$ cat src/rtl/event_priority_encoder.sv
// Latches single-cycle event strobes into a pending set and presents them one at a
// time, lowest index first, as binary indices over a valid/ready handshake.
module event_priority_encoder #(
    parameter int N     = 8,
    parameter int IDX_W = $clog2(N)
) (
    input  logic             clk,
    input  logic             rst_n,
    input  logic             en,
    input  logic [N-1:0]     req,
    output logic             out_valid,
    input  logic             out_ready,
    output logic [IDX_W-1:0] out_idx,
    output logic [N-1:0]     pending,
    output logic             overflow,
    input  logic             clr_ovf
);

    typedef enum logic {
        IDLE = 1'b0,
        HOLD = 1'b1
    } state_t;

    state_t           state;
    logic [N-1:0]     new_ev;
    logic [N-1:0]     cand;
    logic [IDX_W-1:0] low_idx;
    logic             slot_free;

    assign new_ev    = en ? req : '0;
    assign cand      = pending | new_ev;
    assign slot_free = (state == IDLE) || out_ready;
    assign out_valid = (state == HOLD);

    // NOTE: low_idx gets a default before the loop so no path leaves it unassigned (no latch).
    always_comb begin
        low_idx = '0;
        for (int i = N - 1; i >= 0; i--) begin
            if (cand[i]) low_idx = IDX_W'(i);
        end
    end

    // NOTE: all state uses non-blocking assignments so every flop samples pre-edge values.
    always_ff @(posedge clk or negedge rst_n) begin
        if (!rst_n) begin
            state    <= IDLE;
            out_idx  <= '0;
            pending  <= '0;
            overflow <= 1'b0;
        end else begin
            // A repeat of an already-pending event is lost; setting beats clearing.
            if (|(new_ev & pending)) overflow <= 1'b1;
            else if (clr_ovf)        overflow <= 1'b0;

            if (slot_free) begin
                if (cand != '0) begin
                    state   <= HOLD;
                    out_idx <= low_idx;
                    pending <= cand & (cand - N'(1));
                end else begin
                    state   <= IDLE;
                    pending <= '0;
                end
            end else begin
                // Stalled: the presented index stays, new arrivals only accumulate.
                pending <= cand;
            end
        end
    end

endmodule
$ cat config.mk
export PLATFORM = sky130hd
export DESIGN_NAME = event_priority_encoder
export DESIGN_NICKNAME = d
export VERILOG_FILES = /design/src/rtl/event_priority_encoder.sv
export SDC_FILE = /design/constraint.sdc
export NUM_CORES = 1
export LEC_CHECK = 0
export ABC_AREA = 1
export BUFFER_PORTS_ARGS = -buffer_cell sky130_fd_sc_hd__buf_2
export CORE_MARGIN = 2
export CORE_UTILIZATION = 55
export CTS_BUF_LIST = sky130_fd_sc_hd__clkbuf_4
export CTS_CLUSTER_DIAMETER = 150
export DETAILED_ROUTE_END_ITERATION = 6
export PLACE_DENSITY = 0.87
export SLEW_MARGIN = 5
export SYNTH_ARGS = -nofsm -noshare
export SYNTH_HDL_FRONTEND = slang
export SYNTH_SLANG_ARGS = --single-unit
$ cat constraint.sdc
create_clock -name clk -period 1.6 [get_ports clk]
set_input_delay 0.32 -clock clk [delete_from_list [all_inputs] [get_ports clk]]
set_output_delay 0.32 -clock clk [all_outputs]
set_load 0.005 [all_outputs]
==> results.env, run 1 <==
GRT_FIRST_PASS_WIRELENGTH_UM=2704
ROUTED_WIRELENGTH_UM=1556
CLOCK_SINK_COUNT=13
POST-SYNTH-TOP-COUNT-CELL='sky130_fd_sc_hd__inv_1'
DIE_X_UM=42.04
SYNTH_TOP_FLOP_CELL='sky130_fd_sc_hd__dfrtp_1'
CTS_MADE_BUFFERS=3
ANTENNA_FOUND_INITIAL=0
POWER_DENSITY_nW_PER_UM2=778.4
CPMAXSTAGEDELAYCELL='sky130_fd_sc_hd__dfrtp_1'
MAPPEDNETLISTNETS=113
ANT_NETS=0
WORST_PATH_REQUIRED_NS=1.77
WORST_PIN_SLEW_NS=0.3283
SYNTH-ASYNC-RESET-RATIO_PCT=100.0
AREA_OF_THE_PLACEABLE_CORE_UM2=1334
SYNTH.DISTINCT_CELLS=18
N_ANTENNA_CELL=0
SYNTH_SEQUENTIAL_AREA_RATIO_PCT=40.88
POST_SYNTH_INST_COUNT=100
FP.DIEAREA_UM2=1767
TIMING.FINAL.CRIT_SHARE_PCT=77.03
CRIT-REG2REG-CAPTURE='pending[5]'
FINAL.HOLD.WORST_SLACK_NS=0.2450
OVERALL_FRACTION_OF_GLOBAL_ROUTE_TRACKS_IN_USE_PCT=20.33
DRV_CAP=0
SHARE_OF_CELLS_ABOVE_DRIVE_STRENGTH_1_PCT=41.09
PEAKVDDDROP_mV=0.4178
CLKLATENCYLATEPIN_NS=0.27
WORST_SETUP_PATH_START_KIND='flop'
DRT_DRC_VIOLATIONS_LEFT=0
SYNTHESIS.AREA_UM2=795.8
WL_MET1_UM=643
SYNTHESIS.AREA_PER_INSTANCE_UM2=7.958
PLACE.DETAILED.HPWL_UM=1294
WORST_SLEW_MARGIN_REL_PCT=78.11
R2R_CELLS=8
VIAS_IN_THE_FIRST_GLOBAL_ROUTE=701
FINALWEIGHTEDCONGESTION=0.8333
SYNTH_COMPOUND_AREA_SHARE_PCT=10.69
DR_WL_MET2_UM=807
IO_PINS=26
SYNTH_COMMONEST_CELLS='sky130_fd_sc_hd__inv_1, sky130_fd_sc_hd__nand2_1, sky130_fd_sc_hd__dfrtp_1, sky130_fd_sc_hd__nand2_2'
MAIN_COMBINATIONAL_CELL_FAMILY_BY_AREA_AFTER_SYNTHESIS='simple AND/OR/NAND/NOR gates'
RSZ_0062_RAISED_AFTER_GLOBAL_ROUTING='false'
FIN_WORST_SKEW_NS=0.006665
POST_SYNTHESIS_ADDER_CELL_AREA_FRACTION_PCT=0
CRIT_CELLS=8
GRT.OVERFLOW.TOTAL=0
VIAS=701
CTS.PATH.MAX_BUFFERS=2
DRT_PRE_ANTENNA_ITERS=4
YOSYS-TOP-CELLS-AREA='sky130_fd_sc_hd__dfrtp_1, sky130_fd_sc_hd__inv_1, sky130_fd_sc_hd__nand2_2, sky130_fd_sc_hd__nand2_1, sky130_fd_sc_hd__nand2_4'
YOSYSWARNINGCOUNT=0
FINAL_SETUP_TNS_NS=0
CTS.REPAIR_TIMING.SETUP_BUFFER_COUNT=0
CLOCK_TREE.ROOT_CELL='sky130_fd_sc_hd__clkbuf_4'
HOLD_CLASS='input port to flop'
STD_CELL_ROWS=13
CP-END-KIND='flop'
CRITICAL_PATH.MAX_STAGE_DELAY_NS=0.38
RUN_STATUS='completed'
TIMING.FINAL.HOLD_VIOLATIONS=0
DR.MAX_LAYER_USED='met4'
ACHIEVABLE-FREQUENCY_MHz=811.3
CLOCK_TREE_FROM_TRITONCTS='built'
CPMOSTUSEDCELL='sky130_fd_sc_hd__inv_1'
ROUTE.MET3.WL_UM=67
CTS_RESIZED=0
SETUP-VIOLATIONS-FINAL=0
TIMING.CRITICAL_PATH.ARRIVAL_NS=1.40
WORST-SETUP-PATH-TYPE='flop to flop'
NUM-NETS-FINAL=143
CLKTRANSATPATHREGS_NS=0.08
CELLLEAKAGEPOWER_nW=0.5607
REPORT.FINAL.SLEW_VIOL_COUNT=0
R2R_SETUP_SLACK_NS=0.37
LAUNCH_POINT_OF_THE_CRITICAL_PATH='pending[0]'
NUM-FILL-CELLS=111
CRITICAL_PATH.MAX_FANOUT=3
CP.BUFFERS_INVERTERS=3
SYNTHXORXNORAREAFRAC_PCT=0
PATH_DELAY_FAMILY='flip-flops'
FINAL.MIN_CLOCK_PERIOD_NS=1.233
STARTING_DENSITY_PCT=59.66
WIRELENGTH_PER_CELL_UM=10.81
FIRST_ITER_VIOLATIONS=15
SYNTH_SEQ_CELLS=13
CP-ENDPOINT='pending[5]'
SEQUENTIAL_CELL_AREA_UM2=325.3
HTREEDEPTH=1
EDFF_COUNT_SYNTH=0
POST_SYNTH_SIMPLE_GATE_AREA_PCT=36.16
CHIPHEIGHT_UM=42.04
AREA_SHARE_OF_THE_LEADING_CELL_TYPE_IN_THE_SYNTHESIZED_NETLIST_PCT=40.88
SYN2LAYOUT_AREA_GROWTH_PCT=21.70
MUX_SHARE_OF_POST_SYNTHESIS_CELL_AREA_PCT=0
PLACEMENT.IO_BUFFERS=25
CRIT-REG2REG-LAUNCH='pending[0]'
YOSYS.AREA.TOP_TYPE='sky130_fd_sc_hd__dfrtp_1'
PIN_COUNT_OF_THE_BIGGEST_NET_ENTERING_GLOBAL_ROUTING=14
CRITICAL_PATH_CELL_BY_CELL='inv_1 > nand2_4 > nor2_2 > nand2_1 > inv_1 > nand2_1 > o21ai_0 > inv_1'
VIASPERCELL=4.868
AREA_OF_COMBINATIONAL_CELLS_WITH_MULTIPLE_INPUTS_UM2=372.9
worst register-to-register path: stages, from the launching register on:
cell	delay, ns
sky130_fd_sc_hd__dfrtp_1	0.38
sky130_fd_sc_hd__inv_1	0.14
sky130_fd_sc_hd__nand2_4	0.08
sky130_fd_sc_hd__nor2_2	0.09
sky130_fd_sc_hd__nand2_1	0.08
sky130_fd_sc_hd__inv_1	0.08
sky130_fd_sc_hd__nand2_1	0.08
sky130_fd_sc_hd__o21ai_0	0.15
sky130_fd_sc_hd__inv_1	0.05
sequential cells by signal, summed over array words and instances, names as in the netlist:
register   flops
out_valid      1
overflow       1
out_idx        3
pending        8
cell type report:
type,instances,share of cell area [%]
well taps,15,1.938
inverters,23,8.915
repair buffers,26,13.95
multi-input cells,63,38.50
clock buffers,4,3.101
flip-flops and latches,13,33.59
metal layers:
| metal | vias to the layer above | GRT usage (%) |
|---|---|---|
| met1 | 318 | 21.94 |
| met3 | 5 | 1.724 |
| met2 | 20 | 39.38 |
| met4 | 0 | 9.375 |
| li1 | 358 | - |
| met5 | - | 0 |
timing repair:
action	CTS	global route
hold endpoints to repair	13	0
endpoints found under the setup margin	0	0
hold buffers	1	0
through the flow:
step	area [um2]	power [mW]	cells	setup slack, ns	utilization, %
after global routing	968.4	0.8007	144	0.2532	72.61
after detailed placement	928.4	0.5446	139	0.1941	69.61
after floorplan	795.8	0.4814	100	0.4388	-
final	968.4	0.7539	144	0.3675	72.61
after CTS	968.4	0.7595	144	0.3526	72.61
after global placement	928.4	0.5384	139	0.2256	69.61
kinds of logic (layout without fill, tap and decap cells):
| family | count (synthesis) | after routing |
|---|---|---|
| flops | 13 | 13 |
| simple gates | 50 | 50 |
| compound gates | 13 | 13 |
| buf+inv | 24 | 53 |
how the worst min path moves through the flow:
stage / startpoint / to / cells past startpoint
4_1_cts: clr_ovf / overflow / 2
2_1_floorplan: rst_n / out_idx[0] / 0
5_1_grt: clr_ovf / overflow / 2
6_report: clr_ovf / overflow / 2
3_5_place_dp: rst_n / pending[5] / 1
3_3_place_gp: rst_n / pending[4] / 1
cell usage in the layout (no fill, tap or decap):
master | netlist | routed
sky130_fd_sc_hd__buf_2 | 0 | 25
sky130_fd_sc_hd__inv_1 | 23 | 23
sky130_fd_sc_hd__nand2_1 | 19 | 19
sky130_fd_sc_hd__dfrtp_1 | 13 | 13
sky130_fd_sc_hd__nand2_2 | 12 | 12
sky130_fd_sc_hd__nor2_1 | 6 | 6
sky130_fd_sc_hd__nand2_4 | 6 | 6
sky130_fd_sc_hd__o21ai_0 | 4 | 4
sky130_fd_sc_hd__clkbuf_4 | 0 | 4
sky130_fd_sc_hd__nor2_2 | 3 | 3
sky130_fd_sc_hd__o22ai_1 | 3 | 3
sky130_fd_sc_hd__nor2_4 | 2 | 2
sky130_fd_sc_hd__a31oi_1 | 2 | 2
sky130_fd_sc_hd__a21oi_1 | 1 | 1
sky130_fd_sc_hd__o21ai_4 | 1 | 1
sky130_fd_sc_hd__o21ai_1 | 1 | 1
sky130_fd_sc_hd__nor3_1 | 1 | 1
sky130_fd_sc_hd__nand3_1 | 1 | 1
sky130_fd_sc_hd__o211ai_1 | 1 | 1
sky130_fd_sc_hd__dlygate4sd3_1 | 0 | 1
power by group:
group | leakage (nW) | switching, mW | internal (mW)
logic | 0.404 | 0.105 | 0.0704
registers | 0.139 | 0.0106 | 0.353
clock network | 0.0184 | 0.102 | 0.114
total | 0.561 | 0.217 | 0.537
Power figures use the tool's default switching activity.
==> inputs of run 2 (changes only) <==
--- a/config.mk
+++ b/config.mk
@@ -5,14 +5,14 @@
 export SDC_FILE = /design/constraint.sdc
 export NUM_CORES = 1
 export LEC_CHECK = 0
-export ABC_AREA = 1
+export ABC_AREA = 0
 export BUFFER_PORTS_ARGS = -buffer_cell sky130_fd_sc_hd__buf_2
 export CORE_MARGIN = 2
-export CORE_UTILIZATION = 55
+export CORE_UTILIZATION = 45
 export CTS_BUF_LIST = sky130_fd_sc_hd__clkbuf_4
 export CTS_CLUSTER_DIAMETER = 150
 export DETAILED_ROUTE_END_ITERATION = 6
-export PLACE_DENSITY = 0.87
+export PLACE_DENSITY = 0.78
 export SLEW_MARGIN = 5
 export SYNTH_ARGS = -nofsm -noshare
 export SYNTH_HDL_FRONTEND = slang
==> constraint.sdc (replaced) <==
create_clock -name clk -period 1.1 [get_ports clk]
set_input_delay 0.22 -clock clk [delete_from_list [all_inputs] [get_ports clk]]
set_output_delay 0.22 -clock clk [all_outputs]
set_load 0.005 [all_outputs]
==> run 2 against run 1 <==
The flow now finishes with violations (setup timing). Design area up 50%. Synthesized cell count down 24%. Non-clock buffer count up 43. Setup slack worse by 0.84 ns. Sequential share of layout area down 11 points. Highest routed layer unchanged.
==> results.env, run 2 <==
FINALWEIGHTEDCONGESTION=0.8495  # was 0.8333
VIASPERCELL=7.317  # was 4.868
CRIT_CELLS=5  # was 8
MAX_FLOP_REGISTER='pending'  # unchanged
WORST-SETUP-PATH-TYPE='flop to flop'  # unchanged
HP-START='clr_ovf'  # unchanged
FINAL.MIN_CLOCK_PERIOD_NS=1.570  # was 1.233 ns
SHARE_OF_CELLS_ABOVE_DRIVE_STRENGTH_1_PCT=64.86  # was 41.09%
N_ANTENNA_CELL=0  # unchanged
R2R_CELLS=5  # was 8
SYNTH.DISTINCT_CELLS=27  # was 18
TIMING.FINAL.HOLD_VIOLATIONS=0  # unchanged
FINAL.SETUP.WORST_SLACK_NS=-0.4703  # was 0.3675 ns
AREA_OF_THE_PLACEABLE_CORE_UM2=1489  # was 1334 um2
POWER_mW=1.744  # was 0.7539 mW
CTS.PATH.MAX_BUFFERS=2  # unchanged
ANT_NETS=0  # unchanged
NUM-NETS-FINAL=162  # was 143
STD_CELL_ROWS=14  # was 13
FINAL_SETUP_TNS_NS=-4.006  # was 0 ns
TIMING.FINAL.CRIT_SHARE_PCT=142.8  # was 77.03%
PATH_DELAY_FAMILY='compound AO/OA/AOI/OAI gates'  # was flip-flops
CRITICAL_PATH.MAX_STAGE_DELAY_NS=0.42  # was 0.38 ns
CHIPHEIGHT_UM=43.71  # was 42.04 um
CTS_MADE_BUFFERS=3  # unchanged
FINAL_CELL_MIX='sky130_fd_sc_hd__buf_4, sky130_fd_sc_hd__buf_2, sky130_fd_sc_hd__buf_6'  # was sky130_fd_sc_hd__buf_2, sky130_fd_sc_hd__inv_1, sky130_fd_sc_hd__nand2_1
CLKTRANSATPATHREGS_NS=0.10  # was 0.08 ns
DESIGN_AREA_UM2=1455  # was 968.4 um2
FINAL.HOLD.WORST_SLACK_NS=0.09737  # was 0.2450 ns
WORST_PIN_SLEW_NS=0.5438  # was 0.3283 ns
CLOCK_SINK_COUNT=13  # unchanged
SYNTH_SEQ_CELLS=13  # unchanged
REPORT.FINAL.SLEW_VIOL_COUNT=0  # unchanged
POST-SYNTH-TOP-COUNT-CELL='sky130_fd_sc_hd__dfrtp_1'  # was sky130_fd_sc_hd__inv_1
PEAKVDDDROP_mV=1.064  # was 0.4178 mV
MIN_TO='overflow'  # unchanged
PLACE_WS_NS=-0.4815  # was 0.1941 ns
YOSYS.AREA.TOP_TYPE='sky130_fd_sc_hd__dfrtp_1'  # unchanged
R2R_SETUP_SLACK_NS=-0.47  # was 0.37 ns
CRIT-REG2REG-CAPTURE='out_idx[0]'  # was pending[5]
SETUP-VIOLATIONS-FINAL=22  # was 0
SYNTH_SEQUENTIAL_AREA_RATIO_PCT=45.86  # was 40.88%
GRT_FIRST_PASS_WIRELENGTH_UM=4733  # was 2704 um
SYNTHESIS.AREA_PER_INSTANCE_UM2=9.335  # was 7.958 um2
YOSYSWARNINGCOUNT=0  # unchanged
AREA_SHARE_OF_THE_LEADING_CELL_TYPE_IN_THE_SYNTHESIZED_NETLIST_PCT=45.86  # was 40.88%
POST-PLACE-CELLS=145  # was 139
FIRST_ITER_VIOLATIONS=118  # was 15
ANTENNA_FOUND_INITIAL=0  # unchanged
OVERALL_FRACTION_OF_GLOBAL_ROUTE_TRACKS_IN_USE_PCT=35.38  # was 20.33%
VIAS_IN_THE_FIRST_GLOBAL_ROUTE=969  # was 701
CP.BUFFERS_INVERTERS=1  # was 3
RUN_STATUS='finished with violations'  # was completed
IO_PINS=26  # unchanged
POWER_DENSITY_nW_PER_UM2=1198  # was 778.4 nW/um2
REG.LARGEST.LIST='pending x8, out_idx x3'  # unchanged
WL_MET1_UM=1334  # was 643 um
TIMING.CRITICAL_PATH.ARRIVAL_NS=1.82  # was 1.40 ns
CLKLATENCYLATEPIN_NS=0.30  # was 0.27 ns
CP-END-KIND='flop'  # unchanged
FP.DIEAREA_UM2=1910  # was 1767 um2
PIN_COUNT_OF_THE_BIGGEST_NET_ENTERING_GLOBAL_ROUTING=14  # unchanged
LARGEST_REGISTER_FFS=8  # unchanged
PLACE.DETAILED.HPWL_UM=1696  # was 1294 um
CLOCK_TREE_FROM_TRITONCTS='built'  # unchanged
POST_SYNTH_INST_COUNT=76  # was 100
VIOLATIONS='setup timing'
FINAL_COMMON_CELL='sky130_fd_sc_hd__buf_4'  # was sky130_fd_sc_hd__buf_2
MAPPEDNETLISTNETS=89  # was 113
WORST_PATH_REQUIRED_NS=1.35  # was 1.77 ns
STARTING_DENSITY_PCT=47.65  # was 59.66%
CPMAXSTAGEDELAYCELL='sky130_fd_sc_hd__dfrtp_1'  # unchanged
CRITICAL_PATH_CELL_BY_CELL='buf_6 > a21oi_1 > a211oi_1 > o31ai_1 > mux2_4'  # was inv_1 > nand2_4 > nor2_2 > nand2_1 > inv_1 > nand2_1 > o21ai_0 > inv_1
WORST_SETUP_PATH_START_KIND='flop'  # unchanged
DPL_CELL_AREA_UM2=1074  # was 928.4 um2
WIRELENGTH_PER_CELL_UM=26.24  # was 10.81 um
SYN2LAYOUT_AREA_GROWTH_PCT=105.1  # was 21.70%
POSTLAYOUTCOREUTIL_PCT=97.73  # was 72.61%
WORST_SLEW_MARGIN_REL_PCT=63.51  # was 78.11%
CRIT-REG2REG-LAUNCH='pending[4]'  # was pending[0]
NUM-FILL-CELLS=18  # was 111
TIMING.HOLD.WORST_PATH_DEPTH=2  # unchanged
VIAS=1200  # was 701
SYNTHESIS.AREA_UM2=709.4  # was 795.8 um2
DRT_PRE_ANTENNA_ITERS=5  # was 4
ACHIEVABLE-FREQUENCY_MHz=636.8  # was 811.3 MHz
DRT_DRC_VIOLATIONS_LEFT=0  # unchanged
HOLD_CLASS='input port to flop'  # unchanged
CELLLEAKAGEPOWER_nW=0.6411  # was 0.5607 nW
SYNTH_TOP_FLOP_CELL='sky130_fd_sc_hd__dfrtp_1'  # unchanged
CRITICAL_PATH.MAX_FANOUT=3  # unchanged
EDFF_COUNT_SYNTH=0  # unchanged
ROUTED_WIRELENGTH_UM=4304  # was 1556 um
GRT.OVERFLOW.TOTAL=0  # unchanged
DRV_CAP=0  # unchanged
FIN_CELLS=164  # was 144
HTREEDEPTH=1  # unchanged
DR.MAX_LAYER_USED='met4'  # unchanged
YOSYS-TOP-CELLS-AREA='sky130_fd_sc_hd__dfrtp_1, sky130_fd_sc_hd__a21oi_1, sky130_fd_sc_hd__o21ai_0, sky130_fd_sc_hd__nor2_1, sky130_fd_sc_hd__a22oi_1'  # was sky130_fd_sc_hd__dfrtp_1, sky130_fd_sc_hd__inv_1, sky130_fd_sc_hd__nand2_2, sky130_fd_sc_hd__nand2_1, sky130_fd_sc_hd__nand2_4
RSZ_0062_RAISED_AFTER_GLOBAL_ROUTING='true'  # was false
DIE_X_UM=43.71  # was 42.04 um
FIN_WORST_SKEW_NS=0.003976  # was 0.006665 ns
SYNTH-ASYNC-RESET-RATIO_PCT=100.0  # unchanged
DR_WL_MET2_UM=1889  # was 807 um
SYNTH_COMMONEST_CELLS='sky130_fd_sc_hd__dfrtp_1, sky130_fd_sc_hd__a21oi_1, sky130_fd_sc_hd__nor2_1, sky130_fd_sc_hd__o21ai_0'  # was sky130_fd_sc_hd__inv_1, sky130_fd_sc_hd__nand2_1, sky130_fd_sc_hd__dfrtp_1, sky130_fd_sc_hd__nand2_2
ROUTE.MET3.WL_UM=687  # was 67 um
PLACEMENT.IO_BUFFERS=25  # unchanged
CLOCK_TREE.ROOT_CELL='sky130_fd_sc_hd__clkbuf_4'  # unchanged
-- run 2: cell types whose count changed after synthesis, sizes merged, moves of 3 or more --
cell / change
nand2: -33
inv: -21
a21oi: +9
a22oi: +4
o22ai: -3
-- run 2: worst register-to-register path: stages, from the launching register on --
cell and delay (ns):
sky130_fd_sc_hd__dfrtp_1 0.42, sky130_fd_sc_hd__buf_6 0.14, sky130_fd_sc_hd__a21oi_1 0.30, sky130_fd_sc_hd__a211oi_1 0.11, sky130_fd_sc_hd__o31ai_1 0.34, sky130_fd_sc_hd__mux2_4 0.21
-- run 2: worst max path at each step --
stage          startpoint          to
3_3_place_gp       req[1]  out_idx[0]
4_1_cts        pending[3]  out_idx[0]
5_1_grt        pending[4]  out_idx[0]
6_report       pending[4]  out_idx[0]
2_1_floorplan  pending[3]  out_idx[0]
3_5_place_dp       req[2]  out_idx[0]
-- run 2: repair_timing --
action | 4_1_cts | 5_1_grt
endpoints found under the hold margin | 13 | 0
hold buffers | 1 | 0
gates resized for setup | 31 | 21
buffers inserted | 9 | 8
pin swaps | 6 | 17
setup endpoints to repair | 17 | 18
-- run 2: layout make-up --
type                    count  area [um2]  area share (%)
clock buffers               4       30.03           2.064
inverters                   2       7.507          0.5159
flip-flops and latches     13       325.3           22.36
repair buffers             69       540.5           37.15
well taps                  16       20.02           1.376
multi-input cells          60       531.8           36.54
-- run 2: logic make-up (layout without fill, tap and decap cells) --
| logic type | Yosys count | after routing | share of synthesized area, % |
|---|---|---|---|
| compound gates | 37 | 37 | 35.98 |
| simple gates | 22 | 22 | 14.82 |
| flops | 13 | 13 | 45.86 |
| buf+inv | 3 | 75 | 1.763 |
| mux | 1 | 1 | 1.587 |
-- run 2: per-layer routing --
layer | global-route usage, % | up-vias
li1 | - | 441
met4 | 20.61 | 0
met3 | 6.667 | 55
met5 | 0 | -
met1 | 46.54 | 543
met2 | 54.12 | 161
-- run 2: power breakdown --
group	switching [mW]	total, mW	internal [mW]
clock network	0.210	0.376	0.166
registers	0.0504	0.576	0.526
logic	0.388	0.791	0.403
